**config.mk**
```make
export PLATFORM = sky130hd
export DESIGN_NAME = bus_burst_master_flat
export DESIGN_NICKNAME = d
export VERILOG_FILES = /design/src/rtl/bus_burst_master_pkg.sv /design/src/rtl/bus_burst_master_if.sv /design/src/rtl/burst_beat_buffer.sv /design/src/rtl/bus_burst_master.sv /design/src/flat_wrapper.sv
export SDC_FILE = /design/constraint.sdc
export NUM_CORES = 1
export LEC_CHECK = 0
export ABC_CLOCK_PERIOD_IN_PS = 10700
export CAP_MARGIN = 20
export CORE_UTILIZATION = 55
export DETAILED_ROUTE_END_ITERATION = 6
export HOLD_SLACK_MARGIN = 0.1
export MAX_ROUTING_LAYER = met4
export PLACE_DENSITY = 0.8
export SLEW_MARGIN = 20
export SYNTH_ARGS = -nofsm -noshare
export SYNTH_HDL_FRONTEND = slang
export SYNTH_SLANG_ARGS = --single-unit
```
**constraint.sdc**
```tcl
create_clock -name clk -period 10.7 [get_ports clk]
set_clock_uncertainty 0.15 [all_clocks]
set_input_delay 2.14 -clock clk [delete_from_list [all_inputs] [get_ports clk]]
set_output_delay 2.14 -clock clk [all_outputs]
set_load 0.05 [all_outputs]
```
**src/rtl/bus_burst_master_pkg.sv**
```systemverilog
// Shared definitions for the burst bus master: FSM state encoding, ctrl_out
// field layout and the burst-length saturation helper.
package bus_burst_master_pkg;

    localparam int BURST_W        = 3;
    localparam int CTRL_WAIT_BIT  = 0;
    localparam int CTRL_WE_BIT    = 1;
    localparam int CTRL_BURST_LSB = 2;

    typedef enum logic [2:0] {
        ST_IDLE       = 3'd0,
        ST_REQ        = 3'd1,
        ST_ADDR       = 3'd2,
        ST_SLAVE_WAIT = 3'd3,
        ST_WRITE      = 3'd4,
        ST_READ       = 3'd5,
        ST_FINISH     = 3'd6
    } state_t;

    // Requests longer than the buffers clamp to the last buffer slot.
    function automatic logic [BURST_W-1:0] sat_len(input logic [BURST_W-1:0] len,
                                                  input int max_burst);
        if (int'(len) >= max_burst) return BURST_W'(max_burst - 1);
        return len;
    endfunction

endpackage

```
**src/rtl/bus_burst_master_if.sv**
```systemverilog
// Command, buffer-access and shared-bus signals of the burst master.
interface bus_burst_master_if #(
    parameter int BUS_WIDTH  = 32,
    parameter int CTRL_WIDTH = 8
);
    import bus_burst_master_pkg::*;

    logic                  cmd_valid;
    logic                  cmd_ready;
    logic                  cmd_we;
    logic [BUS_WIDTH-1:0]  cmd_addr;
    logic [BURST_W-1:0]    cmd_len;
    logic                  wbuf_we;
    logic [BURST_W-1:0]    wbuf_idx;
    logic [BUS_WIDTH-1:0]  wbuf_data;
    logic [BURST_W-1:0]    rbuf_idx;
    logic [BUS_WIDTH-1:0]  rbuf_data;
    logic                  ready_in;
    logic                  req;
    logic                  ack;
    logic [BUS_WIDTH-1:0]  bus_in;
    logic [BUS_WIDTH-1:0]  bus_out;
    logic [CTRL_WIDTH-1:0] ctrl_in;
    logic [CTRL_WIDTH-1:0] ctrl_out;
    logic                  busy;
    logic                  done;
    logic                  err;

    modport master (
        input  cmd_valid, cmd_we, cmd_addr, cmd_len,
        input  wbuf_we, wbuf_idx, wbuf_data, rbuf_idx,
        input  ready_in, ack, bus_in, ctrl_in,
        output cmd_ready, rbuf_data, req, bus_out, ctrl_out, busy, done, err
    );

    modport slave (
        output cmd_valid, cmd_we, cmd_addr, cmd_len,
        output wbuf_we, wbuf_idx, wbuf_data, rbuf_idx,
        output ready_in, ack, bus_in, ctrl_in,
        input  cmd_ready, rbuf_data, req, bus_out, ctrl_out, busy, done, err
    );

endinterface

```
**src/rtl/burst_beat_buffer.sv**
```systemverilog
// DEPTH x WIDTH beat register file: one synchronous write port and one
// combinational read port. Out-of-range indices are ignored / read as zero.
module burst_beat_buffer #(
    parameter int DEPTH = 8,
    parameter int WIDTH = 32,
    parameter int IDX_W = 3
) (
    input  logic             clk,
    input  logic             we,
    input  logic [IDX_W-1:0] widx,
    input  logic [WIDTH-1:0] wdata,
    input  logic [IDX_W-1:0] ridx,
    output logic [WIDTH-1:0] rdata
);
    localparam int AW = (DEPTH > 1) ? $clog2(DEPTH) : 1;

    logic [WIDTH-1:0] mem [DEPTH];

    always_ff @(posedge clk) begin
        if (we && int'(widx) < DEPTH) mem[AW'(widx)] <= wdata;
    end

    assign rdata = (int'(ridx) < DEPTH) ? mem[AW'(ridx)] : '0;

endmodule

```
**src/rtl/bus_burst_master.sv**
```systemverilog
// Request/ack bus master: latches one command, arbitrates, drives the address,
// then moves a 1..MAX_BURST beat burst with wait stalls and a slave-wait timeout.
module bus_burst_master
    import bus_burst_master_pkg::*;
#(
    parameter int BUS_WIDTH  = 32,
    parameter int CTRL_WIDTH = 8,
    parameter int MAX_BURST  = 8,
    parameter int TIMEOUT    = 255
) (
    input  logic               clk,
    input  logic               rst,
    bus_burst_master_if.master bus
);
    state_t               state, state_nx;
    logic                 lat_we;
    logic [BUS_WIDTH-1:0] lat_addr;
    logic [BURST_W-1:0]   lat_len;
    logic [BURST_W-1:0]   beat;
    logic [7:0]           tcnt;
    logic                 abort;
    logic                 slv_wait;
    logic                 accept;
    logic                 tmo_hit;
    logic                 rbuf_cap;
    logic [BUS_WIDTH-1:0] wbuf_q;
    logic                 unused_ctrl;

    assign slv_wait    = bus.ctrl_in[CTRL_WAIT_BIT];
    assign accept      = bus.cmd_valid && bus.ready_in;
    assign tmo_hit     = slv_wait && (tcnt == 8'(TIMEOUT - 1));
    assign rbuf_cap    = (state == ST_READ) && !slv_wait;
    assign unused_ctrl = ^bus.ctrl_in;

    always_ff @(posedge clk) begin
        if (rst) begin
            state    <= ST_IDLE;
            lat_we   <= 1'b0;
            lat_addr <= '0;
            lat_len  <= '0;
            beat     <= '0;
            tcnt     <= '0;
            abort    <= 1'b0;
        end else begin
            state <= state_nx;
            case (state)
                ST_IDLE: if (accept) begin
                    lat_we   <= bus.cmd_we;
                    lat_addr <= bus.cmd_addr;
                    lat_len  <= sat_len(bus.cmd_len, MAX_BURST);
                    abort    <= 1'b0;
                end
                ST_SLAVE_WAIT: begin
                    // Counter is left at zero on either exit so the next burst starts fresh.
                    if (!slv_wait || tmo_hit) tcnt <= '0;
                    else                      tcnt <= tcnt + 8'd1;
                    if (tmo_hit) abort <= 1'b1;
                end
                ST_WRITE, ST_READ:
                    if (!slv_wait && beat != lat_len) beat <= beat + 1'b1;
                ST_FINISH: beat <= '0;
                default: ;
            endcase
        end
    end

    always_comb begin
        state_nx      = state;
        bus.cmd_ready = 1'b0;
        bus.req       = 1'b0;
        bus.busy      = (state != ST_IDLE);
        bus.done      = 1'b0;
        bus.err       = 1'b0;
        bus.bus_out   = '0;
        bus.ctrl_out  = '0;

        case (state)
            ST_IDLE: begin
                bus.cmd_ready = 1'b1;
                if (accept) state_nx = ST_REQ;
            end
            ST_REQ: begin
                bus.req = 1'b1;
                if (bus.ack) state_nx = ST_ADDR;
            end
            ST_ADDR: begin
                bus.req     = 1'b1;
                bus.bus_out = lat_addr;
                state_nx    = ST_SLAVE_WAIT;
            end
            ST_SLAVE_WAIT: begin
                bus.req = 1'b1;
                if (!slv_wait)    state_nx = lat_we ? ST_WRITE : ST_READ;
                else if (tmo_hit) state_nx = ST_FINISH;
            end
            ST_WRITE, ST_READ: begin
                bus.req = 1'b1;
                if (state == ST_WRITE) bus.bus_out = wbuf_q;
                if (!slv_wait && beat == lat_len) state_nx = ST_FINISH;
            end
            ST_FINISH: begin
                bus.done = !abort;
                bus.err  = abort;
                state_nx = ST_IDLE;
            end
            default: state_nx = ST_IDLE;
        endcase

        // Command fields are visible only while this master owns the bus.
        if (state inside {ST_ADDR, ST_SLAVE_WAIT, ST_WRITE, ST_READ, ST_FINISH}) begin
            bus.ctrl_out[CTRL_BURST_LSB +: BURST_W] = lat_len;
            bus.ctrl_out[CTRL_WE_BIT]               = lat_we;
        end
    end

    burst_beat_buffer #(.DEPTH(MAX_BURST), .WIDTH(BUS_WIDTH), .IDX_W(BURST_W)) wbuf (
        .clk   (clk),
        .we    (bus.wbuf_we),
        .widx  (bus.wbuf_idx),
        .wdata (bus.wbuf_data),
        .ridx  (beat),
        .rdata (wbuf_q)
    );

    burst_beat_buffer #(.DEPTH(MAX_BURST), .WIDTH(BUS_WIDTH), .IDX_W(BURST_W)) rbuf (
        .clk   (clk),
        .we    (rbuf_cap),
        .widx  (beat),
        .wdata (bus.bus_in),
        .ridx  (bus.rbuf_idx),
        .rdata (bus.rbuf_data)
    );

endmodule

```
**src/flat_wrapper.sv**
```systemverilog
// flat-port wrapper written by rule: the top's interface ports become plain ports
module bus_burst_master_flat import bus_burst_master_pkg::*;
#(
    parameter int BUS_WIDTH  = 32,
    parameter int CTRL_WIDTH = 8,
    parameter int MAX_BURST  = 8,
    parameter int TIMEOUT    = 255
)
  (clk, rst, bus_cmd_valid, bus_cmd_we, bus_cmd_addr, bus_cmd_len, bus_wbuf_we, bus_wbuf_idx, bus_wbuf_data, bus_rbuf_idx, bus_ready_in, bus_ack, bus_bus_in, bus_ctrl_in, bus_cmd_ready, bus_rbuf_data, bus_req, bus_bus_out, bus_ctrl_out, bus_busy, bus_done, bus_err);
  bus_burst_master_if #(.BUS_WIDTH(BUS_WIDTH), .CTRL_WIDTH(CTRL_WIDTH)) bus_i ();
  input  logic clk;
  input  logic rst;
  input wire logic [$bits(bus_i.cmd_valid)-1:0] bus_cmd_valid;
  input wire logic [$bits(bus_i.cmd_we)-1:0] bus_cmd_we;
  input wire logic [$bits(bus_i.cmd_addr)-1:0] bus_cmd_addr;
  input wire logic [$bits(bus_i.cmd_len)-1:0] bus_cmd_len;
  input wire logic [$bits(bus_i.wbuf_we)-1:0] bus_wbuf_we;
  input wire logic [$bits(bus_i.wbuf_idx)-1:0] bus_wbuf_idx;
  input wire logic [$bits(bus_i.wbuf_data)-1:0] bus_wbuf_data;
  input wire logic [$bits(bus_i.rbuf_idx)-1:0] bus_rbuf_idx;
  input wire logic [$bits(bus_i.ready_in)-1:0] bus_ready_in;
  input wire logic [$bits(bus_i.ack)-1:0] bus_ack;
  input wire logic [$bits(bus_i.bus_in)-1:0] bus_bus_in;
  input wire logic [$bits(bus_i.ctrl_in)-1:0] bus_ctrl_in;
  output wire logic [$bits(bus_i.cmd_ready)-1:0] bus_cmd_ready;
  output wire logic [$bits(bus_i.rbuf_data)-1:0] bus_rbuf_data;
  output wire logic [$bits(bus_i.req)-1:0] bus_req;
  output wire logic [$bits(bus_i.bus_out)-1:0] bus_bus_out;
  output wire logic [$bits(bus_i.ctrl_out)-1:0] bus_ctrl_out;
  output wire logic [$bits(bus_i.busy)-1:0] bus_busy;
  output wire logic [$bits(bus_i.done)-1:0] bus_done;
  output wire logic [$bits(bus_i.err)-1:0] bus_err;
  assign bus_i.cmd_valid = bus_cmd_valid;
  assign bus_i.cmd_we = bus_cmd_we;
  assign bus_i.cmd_addr = bus_cmd_addr;
  assign bus_i.cmd_len = bus_cmd_len;
  assign bus_i.wbuf_we = bus_wbuf_we;
  assign bus_i.wbuf_idx = bus_wbuf_idx;
  assign bus_i.wbuf_data = bus_wbuf_data;
  assign bus_i.rbuf_idx = bus_rbuf_idx;
  assign bus_i.ready_in = bus_ready_in;
  assign bus_i.ack = bus_ack;
  assign bus_i.bus_in = bus_bus_in;
  assign bus_i.ctrl_in = bus_ctrl_in;
  assign bus_cmd_ready = bus_i.cmd_ready;
  assign bus_rbuf_data = bus_i.rbuf_data;
  assign bus_req = bus_i.req;
  assign bus_bus_out = bus_i.bus_out;
  assign bus_ctrl_out = bus_i.ctrl_out;
  assign bus_busy = bus_i.busy;
  assign bus_done = bus_i.done;
  assign bus_err = bus_i.err;
  bus_burst_master #(.BUS_WIDTH(BUS_WIDTH), .CTRL_WIDTH(CTRL_WIDTH), .MAX_BURST(MAX_BURST), .TIMEOUT(TIMEOUT)) u_core (.clk(clk), .rst(rst), .bus(bus_i));
endmodule
```
## After elaboration in Yosys (flattened, before gate mapping)

Memory sizes are Yosys's and may differ from the RTL's. A register that Yosys moved wholly into a read port is not among the register bits.
Cells that the tools add are included.

- Register bits after elaboration: 51
- Bits in latches: 0
- RAM bits: 512
- Memory bits (read-only): 0
- Bits of input ports: 120
- Output and inout port bits: 77
- Logic and storage cells: 71
- Memories: 2

Memory list:

| name | words | width | rd ports | clocked after Yosys merged registers in | wr ports | RTL line | RTL |
|---|---|---|---|---|---|---|---|
| u_core.rbuf.mem | 8 | 32 | 1 | 0 | 1 | burst_beat_buffer.sv:17 | `logic [WIDTH-1:0] mem [DEPTH];` |
| u_core.wbuf.mem | 8 | 32 | 1 | 1 | 1 | burst_beat_buffer.sv:17 |  |

- $add $sub $neg: 2
- Multipliers: 0
- Divide/modulo/power cells: 0
- Order comparisons: 0
- Eq/ne operators: 15
- Shift-type cells: 0
- Mux-type cells: 26
- Bitwise logic cells: 0
- Reductions and logical operators: 19

Operator list:

| cell | number |
|---|---|
| one-hot mux 32 bit (2 select lines) | 1 |
| two-way mux 32 bit | 1 |
| two-way mux 3 bit | 8 |
| one-hot mux 3 bit (5 select lines) | 1 |
| two-way mux 1 bit | 11 |
| == test 3 bit (second input constant) | 3 |
| adder 8 x 1 -> 8 bit (second input constant) | 1 |
| == test 8 bit (second input constant) | 1 |
| two-way mux 8 bit | 1 |
| != test 2 x 1 -> 1 bit (second input constant) | 4 |
| == test 3 x 2 -> 1 bit (second input constant) | 2 |
| one-hot mux 3 bit (2 select lines) | 1 |
| logical AND 1 bit | 5 |
| nonzero test 5 bit | 1 |
| OR reduction 5 bit | 1 |
| two-way mux 4 bit | 1 |
| AND reduction 2 bit | 2 |
| AND reduction 4 bit | 1 |
| nonzero test 2 bit | 2 |
| adder 3 x 1 -> 3 bit (second input constant) | 1 |
| == test 3 x 1 -> 1 bit (second input constant) | 1 |
| == test 3 bit | 1 |
| zero test 3 bit | 1 |
| != test 3 x 2 -> 1 bit (second input constant) | 1 |
| other kinds (8) | 9 |

## Longest topological paths before layout

Gate-level depths: netlist of the first run.

- Word-level depth: 6
- Gate-level depth with buffers: 6
- Depth with buffers taken out: 6

## Cells and area by module

Synthesis of the first run repeated with hierarchy kept, for this count alone.

- Cells, all modules: 1084
- Area total of the unflattened synthesis: 22201.3 um^2

By module, submodules not included:

| module | times used | cells an instance | area each (um^2) | seq. area each (um^2) |
|---|---|---|---|---|
| burst_beat_buffer | 2 | 383 | 9825.7 | 7687.4 |
| bus_burst_master | 1 | 318 | 2549.9 | 1021.0 |

## Least setup slack after synthesis of the first run

OpenSTA, ideal clock, no wires.

- Path kind: input to output
- Start: input port bus_rbuf_idx[1]
- End: output port bus_rbuf_data[0]
- Data arrival time: 3378 ps
- Data required time: 8410 ps
- Setup slack: 5032 ps
- Cell stages on the path: 4
- Buffers on the path: 2
- Cell sequence: buf_2 clkbuf_1 mux4_2 mux2_2

- Word-level cells in the longest chain between the ends: 1

Ends and longest elaborated chain:

| what | RTL line | RTL |
|---|---|---|
| start, declared | flat_wrapper.sv:20 | `input wire logic [$bits(bus_i.rbuf_idx)-1:0] bus_rbuf_idx;` |
| memory read (8 x 32 bit) | - |  |
| end, declared | flat_wrapper.sv:26 | `output wire logic [$bits(bus_i.rbuf_data)-1:0] bus_rbuf_data;` |

No other way between the ends.

## Worst setup path after layout of the first run

- Start: input port bus_rbuf_idx[0]
- End: output port bus_rbuf_data[18]

The elaborated chain is that of the path after synthesis.

==> results of run 1 <==
-- cell type report --
class | instances | area share
repair buffers | 210 | 0.0773
multi-input cells | 479 | 0.199
clock buffers | 70 | 0.0568
clock inverters | 32 | 0.0136
inverters | 9 | 0.00129
well taps | 518 | 0.0247
diodes | 6 | 0.000572
flip-flops and latches | 566 | 0.627
-- placed cells by master (no fill, tap or decap), types with 3 or more instances in the layout --
master	count
nand4_1	4
a21oi_1	40
edfxtp_1	512
clkbuf_16	55
nor2_4	12
nor3_2	4
mux2_4	3
o21ai_1	5
nand2_1	113
dfxtp_1	51
clkinv_1	3
bufinv_16	5
inv_1	9
mux4_2	99
clkdlybuf4s50_1	183
mux2i_1	34
o21ai_0	30
buf_4	26
xor2_1	6
nand2b_1	5
nor3_1	4
conb_1	4
clkinvlp_4	4
xnor2_1	4
ha_1	3
clkinv_2	13
clkbuf_8	6
clkbuf_1	9
nor2_1	21
nand3_1	5
diode_2	6
mux2_2	30
mux4_1	29
-- worst reg2reg max path, cell delays in order (launching register included) --
cell and delay (ns):
dfxtp_1 0.73, nand4_1 0.51, nor3_2 0.23, buf_4 0.50
-- report_power, final --
| group | internal, mW | switching (mW) | leakage (nW) |
|---|---|---|---|
| registers | 2.45 | 0.0224 | 5.07 |
| logic | 0.125 | 0.186 | 2.36 |
| clock network | 1.12 | 0.823 | 0.904 |
| total | 3.70 | 1.03 | 8.33 |
-- state kept, by name, summed over array words and instances, names as in the netlist, named ones only --
name             count
u_core.rbuf.mem    256
u_core.lat_addr     32
u_core.abort         1
u_core.lat_we        1
u_core.lat_len       3
u_core.wbuf.mem    256
u_core.tcnt          8
u_core.beat          3
u_core.state         3
-- per-layer routing --
| metal | vias up | part of all wire | wire length (µm) |
|---|---|---|---|
| li1 | 4901 | - | - |
| met5 | - | 0 | 0 |
| met3 | 84 | 0.067 | 2980 |
| met1 | 5706 | 0.40 | 18000 |
| met2 | 412 | 0.50 | 22400 |
| met4 | 0 | 0.024 | 1050 |
-- cells by family (layout without fill, tap and decap cells) --
group,Yosys count,after routing,synth area share
buffers and inverters,71,321,0.0178
AO/OA/AOI/OAI,84,84,0.0210
AND/OR/NAND/NOR,183,183,0.0363
adder cells (fa/ha/maj),3,3,0.00171
other,1,10,0.000171
multiplexers,195,195,0.169
XOR/XNOR,10,10,0.00399
flip-flops,566,566,0.750
-- per-stage QoR --
step           utilization  std cells  cell area, µm²  worst slack (ns)  total power [mW]
6_report             0.673       1890           26300              3.48              4.73
5_1_grt              0.673       1890           26300              3.36              4.87
4_1_cts              0.673       1884           26300              3.45              4.77
3_5_place_dp         0.626       1782           24400              3.44              2.83
3_3_place_gp         0.626       1782           24400              3.48              2.82
2_1_floorplan            -       1116           22000              5.03              2.70
-- how the worst max path moves through the flow --
stage / from / endpoint / slack [ns] / cells after the start
global route: bus_rbuf_idx[0] / bus_rbuf_data[18] / 3.36 / 5
floorplan: bus_rbuf_idx[1] / bus_rbuf_data[0] / 5.03 / 4
CTS: bus_rbuf_idx[0] / bus_rbuf_data[12] / 3.45 / 5
global placement: bus_rbuf_idx[0] / bus_rbuf_data[7] / 3.48 / 5
finish: bus_rbuf_idx[0] / bus_rbuf_data[18] / 3.48 / 5
detailed placement: bus_rbuf_idx[0] / bus_rbuf_data[12] / 3.44 / 5
==> results.ini, run 1 <==
[outcome]
status = finished clean

[die]
die_h_um = 202
core_mm2 = 0.0390
die_x_um = 202
start_util = 0.563
dieArea_mm2 = 0.0407
placementRows = 72
ios = 197

[cells_and_area]
area_growth_pct = 19.7
fill_cells = 2437
drive_gt1_frac = 0.201
multiInputGateArea_mm2 = 0.00523
final_net_count = 1444
register_area_mm2 = 0.0165

[synthesis]
synth_edf_count = 512
synth_warnings = 0
async_reset_ff_frac = 0
synth.avg_cell_area_um2 = 19.7
ys_seq_elements = 566
ys_seq_area_frac = 0.750
syn_area_mm2 = 0.0219
yosysMostFrequentCell = edfxtp_1
yosysUniqueCellTypes = 46
synth_area_leaders = edfxtp_1, mux4_2, dfxtp_1
synth_flop_cell = edfxtp_1
synth_top_cells_by_count = edfxtp_1, nand2_1, mux4_2, dfxtp_1, a21oi_1
synth_top_area_frac = 0.701
synth_cells = 1113
yosys.area.top_type = edfxtp_1

[drt]
drc = 0
postRouteAntennaNets = 0
vias = 11100
drtIter0Drc = 853
wl_um = 44400
post_drt_wl_per_cell_um = 23.5
first_pass_iters = 7
viasPerCell = 5.87

[sta]
rsz0062_at_grt = false
setup_viol = 0
worst_pin_slew_ns = 0.953
finalHoldViolCount = 0
fmax_ghz = 0.139
min_period_over_period = 0.675
drv_slew = 0
slew_headroom = 0.365
fin_crit_ns = 7.22
fin_hold_ws_ns = 0.305
tns_ns = 0

[setup_path]
required_ns = 8.41
cp_num_buf_inv = 3
rr_worst_depth = 3
timing.rr.start = u_core.state[2]
cp.arrival_ns = 4.93
path_class = in2out
cp_cell_sequence = buf_4 > buf_4 > mux4_1 > mux2_2 > clkdlybuf4s50_1
crit_fanout = 48
rr_endpoint = u_core.rbuf.mem[1][13]
endpoint_kind = primary output
critical-path-top-delay-family = buffers and inverters
crit_path_frequent_cell = buf_4
cpPeakStageDelay_ns = 0.75
slowest_stage = clkdlybuf4s50_1
worst-r2r-setup-slack_ns = 8.20
critPathLaunchType = primary input

[hold_path]
hold_end = u_core.lat_we
min_path_type = reg2reg
min_from = u_core.lat_we
min_path_cells = 2

[clock_network]
cts_sinks = 566
cts_htree_levels = 2
post_cts_resized = 0
cts_buffer_depth = 3
holdBufCountCts = 0
cts_tree = yes
numCtsBuffers = 55
clk_latency_ns = 0.59
cts-root-buf = clkbuf_16
postCtsSetupBuffers = 0
path_clk_slew_ns = 0.07

[placed_design]
dp.final_hpwl_um = 24400
gp_congestion = 0.821
io_buffer_count = 185

[pwr]
p_per_area_mw_per_mm2 = 180
cellLeakagePower_nw = 8.33
ir_drop_v = 0.000151

[global_route]
grt_pass1_wl_um = 67800
antenna_found_initial = 6
grt_max_degree = 65
gr-usage-met1 = 0.294
gr-usage-all-layers = 0.230
overflow = 0
gr-usage-met3 = 0.0509
top_usage_layer = met2
grtUsageMet2 = 0.371
grt_pass1_vias = 11500

[flow_run]
max-cap-violations = 0

(Power assumes the default switching activity.)
==> run 2, diff against run 1 <==
--- a/config.mk
+++ b/config.mk
@@ -5,13 +5,13 @@
 export SDC_FILE = /design/constraint.sdc
 export NUM_CORES = 1
 export LEC_CHECK = 0
-export ABC_CLOCK_PERIOD_IN_PS = 10700
+export ABC_CLOCK_PERIOD_IN_PS = 6200
 export CAP_MARGIN = 20
-export CORE_UTILIZATION = 55
+export CORE_UTILIZATION = 52
 export DETAILED_ROUTE_END_ITERATION = 6
 export HOLD_SLACK_MARGIN = 0.1
 export MAX_ROUTING_LAYER = met4
-export PLACE_DENSITY = 0.8
+export PLACE_DENSITY = 0.79
 export SLEW_MARGIN = 20
 export SYNTH_ARGS = -nofsm -noshare
 export SYNTH_HDL_FRONTEND = slang
==> constraint.sdc (replaced) <==
create_clock -name clk -period 6.2 [get_ports clk]
set_clock_uncertainty 0.15 [all_clocks]
set_input_delay 1.24 -clock clk [delete_from_list [all_inputs] [get_ports clk]]
set_output_delay 1.24 -clock clk [all_outputs]
set_load 0.05 [all_outputs]
==> results.ini, run 2 (synthesis results as in run 1) <==
[drt]
first_pass_iters = 5
vias = 11100
drtIter0Drc = 938
viasPerCell = 5.82
postRouteAntennaNets = 0
drc = 0
post_drt_wl_per_cell_um = 23.6
wl_um = 44900

[cells_and_area]
drive_gt1_frac = 0.197
final_cells = 1902
layout_common_cells = edfxtp_1, clkdlybuf4s50_1, nand2_1
final_net_count = 1446
final_area_mm2 = 0.0263
area_growth_pct = 19.8
fill_cells = 2696
final_common_cell = edfxtp_1
largestRegisters = u_core.rbuf.mem (256), u_core.wbuf.mem (256), u_core.lat_addr (32)

[pwr]
pwr-share-seq = 0.523
clockPowerShare = 0.410
p_per_area_mw_per_mm2 = 311
comb_power_share = 0.067
switchingPower_mw = 1.75
ir_drop_v = 0.000253
p_int_mw = 6.44
switching_share = 0.214
cellLeakagePower_nw = 8.35

[clock_network]
cts_sinks = 566
postCtsSetupBuffers = 0
clk_latency_ns = 0.60
numCtsBuffers = 54
cts_htree_levels = 2
holdBufCountCts = 0
cts_tree = yes
cts_buffer_depth = 3
cts-root-buf = clkbuf_16
post_cts_resized = 0
path_clk_slew_ns = 0.06

[sta]
fmax_ghz = 0.197
min_period_over_period = 0.818
fin_crit_ns = 5.07
drv_slew = 0
rsz0062_at_grt = false
worst_pin_slew_ns = 1.10
finalHoldViolCount = 0
tns_ns = 0
setup_viol = 0
fin_hold_ws_ns = 0.309
setup_ws_ns = 1.13
slew_headroom = 0.265

[hold_path]
hold_end = u_core.lat_addr[4]
min_path_cells = 2
min_from = u_core.lat_addr[4]
min_path_type = reg2reg

[global_route]
overflow = 0
antenna_found_initial = 2
gr-usage-all-layers = 0.218
grt_max_degree = 65
grt_pass1_wl_um = 67800
grt_pass1_vias = 11400

[die]
die_x_um = 207
core_mm2 = 0.0412
ios = 197
start_util = 0.533
placementRows = 74
dieArea_mm2 = 0.0430
die_h_um = 207

[setup_path]
path_class = reg2out
crit_fanout = 21
required_ns = 4.81
critPathLaunchType = flop
endpoint_kind = primary output
cp.arrival_ns = 3.68
rr_worst_depth = 3
rr_endpoint = u_core.rbuf.mem[4][17]
worst-r2r-setup-slack_ns = 3.33
timing.rr.start = u_core.state[2]

[outcome]
status = finished clean

[placed_design]
gp_congestion = 0.781
dpl.cell_count = 1799
dp.final_hpwl_um = 26100
io_buffer_count = 185
dp_slack_ns = 1.17
placed_area_mm2 = 0.0245

[flow_run]
max-cap-violations = 0

==> run 2: layout make-up <==
cell class              instances  area [µm²]  area share
flip-flops and latches        566       16500       0.626
multi-input cells             479        5230       0.199
diodes                          2        5.00    0.000190
clock inverters                30         344      0.0131
repair buffers                213        2070      0.0789
clock buffers                  71        1490      0.0565
inverters                       9        33.8     0.00128
well taps                     532         666      0.0253
==> run 2: stage by stage <==
step           power (mW)   util
2_1_floorplan        4.67      -
3_3_place_gp         4.89  0.594
3_5_place_dp         4.90  0.594
4_1_cts              8.24  0.638
5_1_grt              8.42  0.638
6_report             8.18  0.638
==> run 2: worst max-delay path, stage by stage (launching register included) <==
cell             delay [ns]
dfxtp_1                0.69
nor3b_4                1.00
buf_4                  0.33
nand2_1                0.10
o21ai_0                0.11
clkdlybuf4s50_1        0.85
==> run 2: per-layer routing <==
| metal | vias up | track usage | part of all wire |
|---|---|---|---|
| met5 | - | - | 0 |
| met4 | 0 | 0.0615 | 0.022 |
| met3 | 69 | 0.0496 | 0.075 |
| met2 | 451 | 0.355 | 0.51 |
| met1 | 5631 | 0.276 | 0.40 |
| li1 | 4911 | - | - |
==> run 2: power groups by stage <==
stage | logic [mW] | registers [mW] | clock network (mW)
CTS | 0.550 | 4.28 | 3.41
global route | 0.580 | 4.28 | 3.56
finish | 0.548 | 4.28 | 3.36
global placement | 0.536 | 4.35 | 0
detailed placement | 0.546 | 4.36 | 0
floorplan | 0.327 | 4.34 | 0
==> run 2: how the worst max path moves through the flow <==
stage	startpoint	to	slack [ns]	depth (start not counted)
final	u_core.state[1]	bus_bus_out[0]	1.13	5
after global routing	flop	bus_bus_out[12]	0.94	5
after CTS	flop	bus_bus_out[12]	1.01	5
after detailed placement	bus_rbuf_idx[0]	bus_rbuf_data[15]	1.17	5
after global placement	bus_rbuf_idx[0]	bus_rbuf_data[15]	1.19	5
after floorplan	bus_ctrl_in[0]	u_core.rbuf.mem[1][0]	1.84	3
==> run 3, diff against run 2 <==
--- a/config.mk
+++ b/config.mk
@@ -5,13 +5,13 @@
 export SDC_FILE = /design/constraint.sdc
 export NUM_CORES = 1
 export LEC_CHECK = 0
-export ABC_CLOCK_PERIOD_IN_PS = 6200
+export ABC_CLOCK_PERIOD_IN_PS = 5000
 export CAP_MARGIN = 20
-export CORE_UTILIZATION = 52
+export CORE_UTILIZATION = 55
 export DETAILED_ROUTE_END_ITERATION = 6
 export HOLD_SLACK_MARGIN = 0.1
 export MAX_ROUTING_LAYER = met4
-export PLACE_DENSITY = 0.79
+export PLACE_DENSITY = 0.8
 export SLEW_MARGIN = 20
 export SYNTH_ARGS = -nofsm -noshare
 export SYNTH_HDL_FRONTEND = slang
==> constraint.sdc (replaced) <==
create_clock -name clk -period 5 [get_ports clk]
set_clock_uncertainty 0.15 [all_clocks]
set_input_delay 1 -clock clk [delete_from_list [all_inputs] [get_ports clk]]
set_output_delay 1 -clock clk [all_outputs]
set_load 0.05 [all_outputs]
==> results.ini, run 3 (synthesis results as in run 1) <==
[global_route]
antenna_found_initial = 4
grt_pass1_vias = 11700
gr-usage-all-layers = 0.235
grt_max_degree = 65
overflow = 0
grt_pass1_wl_um = 68500

[setup_path]
rr_endpoint = u_core.rbuf.mem[1][16]
endpoint_kind = primary output
cpPeakStageDelay_ns = 0.73
cp_cell_sequence = buf_12 > mux4_2 > mux2i_1 > o21ai_0 > clkdlybuf4s50_1
required_ns = 3.85
rr_worst_depth = 3
path_class = reg2out
timing.rr.start = u_core.state[2]
worst-r2r-setup-slack_ns = 2.52
slowest_stage = clkdlybuf4s50_1
critPathLaunchType = flop
cp.arrival_ns = 3.19
crit_fanout = 27

[sta]
fin_hold_ws_ns = 0.305
slew_headroom = 0.380
worst_pin_slew_ns = 0.928
tns_ns = 0
rsz0062_at_grt = false
fmax_ghz = 0.231
fin_crit_ns = 4.34
min_period_over_period = 0.867
drv_slew = 0
finalHoldViolCount = 0
setup_viol = 0
setup_ws_ns = 0.663

[clock_network]
postCtsSetupBuffers = 0
cts_sinks = 566
numCtsBuffers = 54
path_clk_slew_ns = 0.06
cts_htree_levels = 2
cts_tree = yes
holdBufCountCts = 0
cts_buffer_depth = 3
clk_latency_ns = 0.59
post_cts_resized = 0
cts-root-buf = clkbuf_16

[die]
ios = 197
die_h_um = 202
placementRows = 72
dieArea_mm2 = 0.0407
core_mm2 = 0.0390
start_util = 0.563
die_x_um = 202

[hold_path]
min_from = u_core.lat_addr[31]
min_path_type = reg2reg
hold_end = u_core.lat_addr[31]
min_path_cells = 2

[cells_and_area]
largestRegisters = u_core.rbuf.mem (256), u_core.wbuf.mem (256), u_core.lat_addr (32)
layout_common_cells = edfxtp_1, clkdlybuf4s50_1, nand2_1
final_area_mm2 = 0.0263
drive_gt1_frac = 0.221
final_util = 0.673
final_net_count = 1449
final_common_cell = edfxtp_1
final_cells = 1890
area_growth_pct = 19.6

[placed_design]
dpl.cell_count = 1788
io_buffer_count = 185
placed_area_mm2 = 0.0244
dp.final_hpwl_um = 25300
gp_congestion = 0.826
dp_slack_ns = 1.00

[drt]
drc = 0
drtIter0Drc = 965
first_pass_iters = 6
vias = 11200
post_drt_wl_per_cell_um = 24.5
wl_um = 46300
viasPerCell = 5.93
postRouteAntennaNets = 0

[outcome]
status = finished clean

[pwr]
p_per_area_mw_per_mm2 = 386
cellLeakagePower_nw = 8.38
power.total_mw = 10.1
ir_drop_v = 0.000397

[flow_run]
max-cap-violations = 0

## run 3: cell count changes in the layout (fill, tap and decap cells not counted), sizes merged
cell           change
buf               +34
clkdlybuf4s50     -31
clkinv             -6
clkinvlp           +5
diode              +2
inv                -2
## run 3: routing by layer
| layer | GRT usage | up-vias | routed length [µm] |
|---|---|---|---|
| li1 | - | 4909 | - |
| met1 | 0.285 | 5765 | 17700 |
| met2 | 0.391 | 460 | 23800 |
| met3 | 0.0546 | 81 | 3560 |
| met4 | 0.0768 | 0 | 1130 |
| met5 | - | - | 0 |
## run 3: worst max-delay path, delay by kind of cell (launching register included)
| kind | cells | cell delay [ns] |
|---|---|---|
| muxes | 2 | 0.93 |
| buffers and inverters | 2 | 1.00 |
| DFF | 1 | 0.46 |
| AOI/OAI and AO/OA | 1 | 0.18 |
## run 3: how the worst max path moves through the flow
stage,to,slack [ns],depth (start not counted)
final,bus_bus_out[15],0.66,5
after global routing,bus_bus_out[22],0.53,5
after CTS,bus_bus_out[27],0.62,5
after detailed placement,bus_rbuf_data[4],1.0,5
after global placement,bus_rbuf_data[31],1.02,5
after floorplan,u_core.rbuf.mem[1][0],0.88,3
## run 3: layout make-up
type | count | area (µm²)
inverter | 9 | 33.8
fill | 2436 | 12800
tap | 518 | 648
sequential | 566 | 16500
clock inverter | 27 | 317
multi-input combinational | 479 | 5230
timing repair buffer | 216 | 2050
clock buffer | 71 | 1510
antenna | 4 | 10.0
## run 3: power breakdown
group          total (mW)  internal (mW)  switching (mW)
clock                4.17           2.48            1.69
sequential           5.30           5.25          0.0501
combinational       0.668          0.264           0.404
total                10.1           8.00            2.14
